File: src/rtl/detector_pkg.sv
// Shared types and Q2.14 constants for the threshold-crossing detector.
package detector_pkg;

  localparam int SAMPLE_W      = 16;
  localparam int ONE           = 16384;
  localparam int HALF          = ONE / 2;
  localparam int DEF_THRESH_HI = 9830;
  localparam int DEF_THRESH_LO = 6554;
  localparam int DEF_FILT_LEN  = 1;
  localparam int FILT_LEN_MAX  = 255;

  typedef logic signed [SAMPLE_W-1:0] sample_t;

  typedef enum logic {
    LVL_LOW  = 1'b0,
    LVL_HIGH = 1'b1
  } level_e;

  function automatic int cnt_width(input int filt_len);
    return $clog2(filt_len + 1);
  endfunction

endpackage

File: src/rtl/detector_debounce.sv
// Consecutive-sample debounce counter; raises flip on the FILT_LEN-th qualifying sample.
module detector_debounce
  import detector_pkg::*;
#(
  parameter int FILT_LEN = DEF_FILT_LEN
) (
  input  logic clk,
  input  logic rst_n,
  input  logic en,
  input  logic qualify,
  output logic flip
);

  localparam int              CNT_W = cnt_width(FILT_LEN);
  localparam logic [CNT_W-1:0] LAST = CNT_W'(FILT_LEN - 1);

  logic [CNT_W-1:0] cnt_q, cnt_d;

  always_comb begin
    // NOTE: defaults first so every path assigns cnt_d and flip; no latch is inferred.
    cnt_d = cnt_q;
    flip  = 1'b0;
    if (en) begin
      if (qualify) begin
        if (cnt_q == LAST) begin
          flip  = 1'b1;
          cnt_d = '0;
        end else begin
          cnt_d = cnt_q + CNT_W'(1);
        end
      end else begin
        cnt_d = '0;
      end
    end
  end

  always_ff @(posedge clk or negedge rst_n) begin
    // NOTE: non-blocking so every flop updates from pre-edge values.
    if (!rst_n) cnt_q <= '0;
    else        cnt_q <= cnt_d;
  end

endmodule

File: src/rtl/detector.sv
// Hysteresis threshold detector: signed compares, debounced level, one-cycle edge pulses.
module detector
  import detector_pkg::*;
#(
  parameter int DATA_W    = SAMPLE_W,
  parameter int THRESH_HI = DEF_THRESH_HI,
  parameter int THRESH_LO = DEF_THRESH_LO,
  parameter int FILT_LEN  = DEF_FILT_LEN
) (
  input  logic                     clk,
  input  logic                     rst_n,
  input  logic                     en,
  input  logic signed [DATA_W-1:0] a_in,
  output logic                     rising_edge,
  output logic                     falling_edge,
  output logic                     level
);

  if (THRESH_HI <= THRESH_LO) begin : g_bad_thresh
    $error("detector: THRESH_HI must be strictly greater than THRESH_LO");
  end
  if (FILT_LEN < 1 || FILT_LEN > FILT_LEN_MAX) begin : g_bad_filt
    $error("detector: FILT_LEN must be in 1..255");
  end

  localparam logic signed [DATA_W-1:0] HI_S = DATA_W'(THRESH_HI);
  localparam logic signed [DATA_W-1:0] LO_S = DATA_W'(THRESH_LO);

  level_e level_q, level_d;
  logic   rise_q, rise_d;
  logic   fall_q, fall_d;
  logic   qualify;
  logic   flip;

  // Only the threshold on the far side of the band can qualify a sample.
  assign qualify = (level_q == LVL_HIGH) ? (a_in <= LO_S) : (a_in >= HI_S);

  detector_debounce #(
    .FILT_LEN(FILT_LEN)
  ) u_debounce (
    .clk    (clk),
    .rst_n  (rst_n),
    .en     (en),
    .qualify(qualify),
    .flip   (flip)
  );

  always_comb begin
    level_d = level_q;
    rise_d  = 1'b0;
    fall_d  = 1'b0;
    if (flip) begin
      if (level_q == LVL_LOW) begin
        level_d = LVL_HIGH;
        rise_d  = 1'b1;
      end else begin
        level_d = LVL_LOW;
        fall_d  = 1'b1;
      end
    end
  end

  always_ff @(posedge clk or negedge rst_n) begin
    if (!rst_n) begin
      level_q <= LVL_LOW;
      rise_q  <= 1'b0;
      fall_q  <= 1'b0;
    end else begin
      level_q <= level_d;
      rise_q  <= rise_d;
      fall_q  <= fall_d;
    end
  end

  assign level        = (level_q == LVL_HIGH);
  assign rising_edge  = rise_q;
  assign falling_edge = fall_q;

endmodule

File: config.mk
export PLATFORM = sky130hd
export DESIGN_NAME = detector
export DESIGN_NICKNAME = d
export VERILOG_FILES = /design/src/rtl/detector_pkg.sv /design/src/rtl/detector_debounce.sv /design/src/rtl/detector.sv
export SDC_FILE = /design/constraint.sdc
export NUM_CORES = 1
export LEC_CHECK = 0
export CAP_MARGIN = 20
export CELL_PAD_IN_SITES_DETAIL_PLACEMENT = 0
export CELL_PAD_IN_SITES_GLOBAL_PLACEMENT = 1
export CORE_AREA = 2 2 39 41
export CTS_CLUSTER_DIAMETER = 50
export DETAILED_ROUTE_END_ITERATION = 16
export DIE_AREA = 0 0 41 43
export GPL_TIMING_DRIVEN = 1
export PLACE_DENSITY_LB_ADDON = 0.3
export SETUP_SLACK_MARGIN = 0.02
export SKIP_CTS_REPAIR_TIMING = 1
export SLEW_MARGIN = 40
export SYNTH_ARGS = -nofsm -noshare
export SYNTH_HDL_FRONTEND = slang
export SYNTH_SLANG_ARGS = --single-unit
export TNS_END_PERCENT = 1
File: constraint.sdc
create_clock -name clk -period 1.8 [get_ports clk]
set_input_delay 0.36 -clock clk [delete_from_list [all_inputs] [get_ports clk]]
set_output_delay 0.36 -clock clk [all_outputs]
set_load 0.005 [all_outputs]
==> metrics.txt <==
status=complete, no violations; clock buffer depth=2; initial antenna violation count=0; worst hold path type=in2async; multi-input gate area in the final layout=150 um2; CTS clk-pin slew, worst paths=0.04 ns; Leakage=0.182 nW; worst-margin pin slew=0.331 ns; Overall Global Routing Usage=9.52%; post-route setup TNS=0 ns; die height=43 um; total grt overflow=0; total CTS buffers=3; syn avg cell area=8.81 um2; Slew Limit Fails=0; Hold Violations, Final=0; RR Startpoint=level; worst skew pair latency=0.23 ns; pwr dens=590 nW/um2; worst vdd ir=156 uV; post-route ant nets=0; WL final=666 um; post-route non-filler standard cell count=68; Final Skew=0.00716 ns; Syn Inst Count=26; placer congestion estimate=0.632; Max Cap Viol=0; routed vias/inst=4.43; Root Driver=clkbuf_4; row count=14; Area Growth Syn to Fin=115%; CP startpoint kind=primary input; starting density of the core=16.5%; post-route cell area=493 um2; post-synthesis sequential area ratio=32.8%; number of inserted diodes=0; Synth warnings=0; Hold Slack=0.308 ns; critical path arrival=1.81 ns; via count=301; IO Port Bufs=21; CTS tree=done; Distinct cells, synth=15; CP Capture Type=flip-flop; final-report setup violation count=0; Total Power=0.000291 W; Crit path required time=1.90 ns; CP Launch Point=a_in[1]; # fillers=159; CP Max Fanout=2; minimum clock period=1.70 ns; layout cells sized above 1=13.5%; first-pass GRT wire length=1.08 mm; placed cell areas=467 um2; largest net degree at the start of global routing=5; DP HPWL=590 um; # clock sinks=3; synthesized net count=45; # IOs=22; relative slew slack=77.9%; RSZ-0062 raised after global routing=false; Post-Syn Area=229 um2; die width=41 um; core area=1380 um2; Nets=72; # H-tree levels=1; worst stage delay on the critical path=0.46 ns; placed insts=64; Worst path slowest cell=clkdlybuf4s50_1; fmax=587 MHz; drt wl/cell=9.79 um; Crit Path Class=in2reg; crit path cell chain=clkdlybuf4s50_1 -> a2111oi_4 -> nor3_1 -> a2111oi_2 -> o32ai_1; drt first pass iters=2; die area=1760 um2; fin crit share=94.6%; Remaining DRCs=0; iteration-0 DRC count of the detailed router=2; register area=75.1 um2; #FFs+latches synth=3; vias in the first global route=303
-- cell usage in the layout, fill, tap and decap left out, drive strengths merged, types with 2 or more instances in the layout --
| cell type | count |
|---|---|
| nor2 | 4 |
| clkdlybuf4s50 | 21 |
| a21oi | 4 |
| nor3 | 2 |
| dfrtp | 3 |
| nand2 | 2 |
| a2111oi | 2 |
| o211ai | 2 |
| clkbuf | 4 |
-- report_power, final --
part | leakage [nW] | total, W | switching, W | internal, W
Sequential | 0.0398 | 0.0000803 | 0.00000502 | 0.0000753
Clock | 0.0150 | 0.000118 | 0.0000350 | 0.0000831
Combinational | 0.128 | 0.0000924 | 0.0000310 | 0.0000614
Total | 0.182 | 0.000291 | 0.0000710 | 0.000220
-- per-stage QoR --
step / util, % / setup slack, ns
floorplan: - / 0.411
global placement: 33.7 / -0.142
detailed placement: 33.7 / -0.158
CTS: 35.6 / 0.0846
global route: 35.6 / 0.0253
finish: 35.6 / 0.0967
-- registers in the layout, summed over array words and instances (netlist names) --
name,flops
level,1
falling_edge,1
rising_edge,1
-- Yosys cell counts (all sizes together) --
cell     number  area [um2]
nand4         1        6.26
a2111oi       2        42.5
o32ai         1        8.76
nor3          2        10.0
nor2          4        15.0
nand2         2        7.51
inv           1        3.75
o21ai         1        5.00
a21o          1        7.51
o211ai        2        15.0
or2           1        6.26
and2          1        6.26
dfrtp         3        75.1
a21oi         4        20.0
-- cell families (layout without fill, tap and decap cells) --
group / Yosys count / count (layout) / synth area share [%]
AOI/OAI and AO/OA: 11 / 11 / 43.2
buffers and inverters: 1 / 27 / 1.64
DFF: 3 / 3 / 32.8
and+or+nand+nor: 11 / 11 / 22.4
-- cell type report --
| cell class | instances | share of cell area, % |
|---|---|---|
| Clock buffer | 4 | 5.33 |
| Inverter | 1 | 0.761 |
| Multi-Input combinational cell | 22 | 30.5 |
| Sequential cell | 3 | 15.2 |
| Tap cell | 16 | 4.06 |
| Timing Repair Buffer | 22 | 44.2 |
-- final timing paths --
kind,depth (start not counted),slack (ns),endpoint
max in group asynchronous,1,1.34,rising_edge
min reg2reg,1,0.54,falling_edge
min in group clk,1,0.54,falling_edge
max reg2reg,3,0.93,level
max,5,0.1,level
min,1,0.31,falling_edge
-- worst max-delay path, delay by kind of cell --
kind                   cells  cell delay (ns)
AOI/OAI and AO/OA          3             0.89
buffers and inverters      1             0.46
and+or+nand+nor            1             0.10
-- layer usage --
layer / up-vias / global-route usage (%) / part of all wire [%]
li1: 155 / - / -
met1: 128 / 8.95 / 38
met2: 18 / 15.3 / 51
met3: 0 / 3.14 / 11
met4: 0 / 8.00 / 0
met5: - / 0 / 0
No activity file was read; power rests on OpenSTA's default activity.
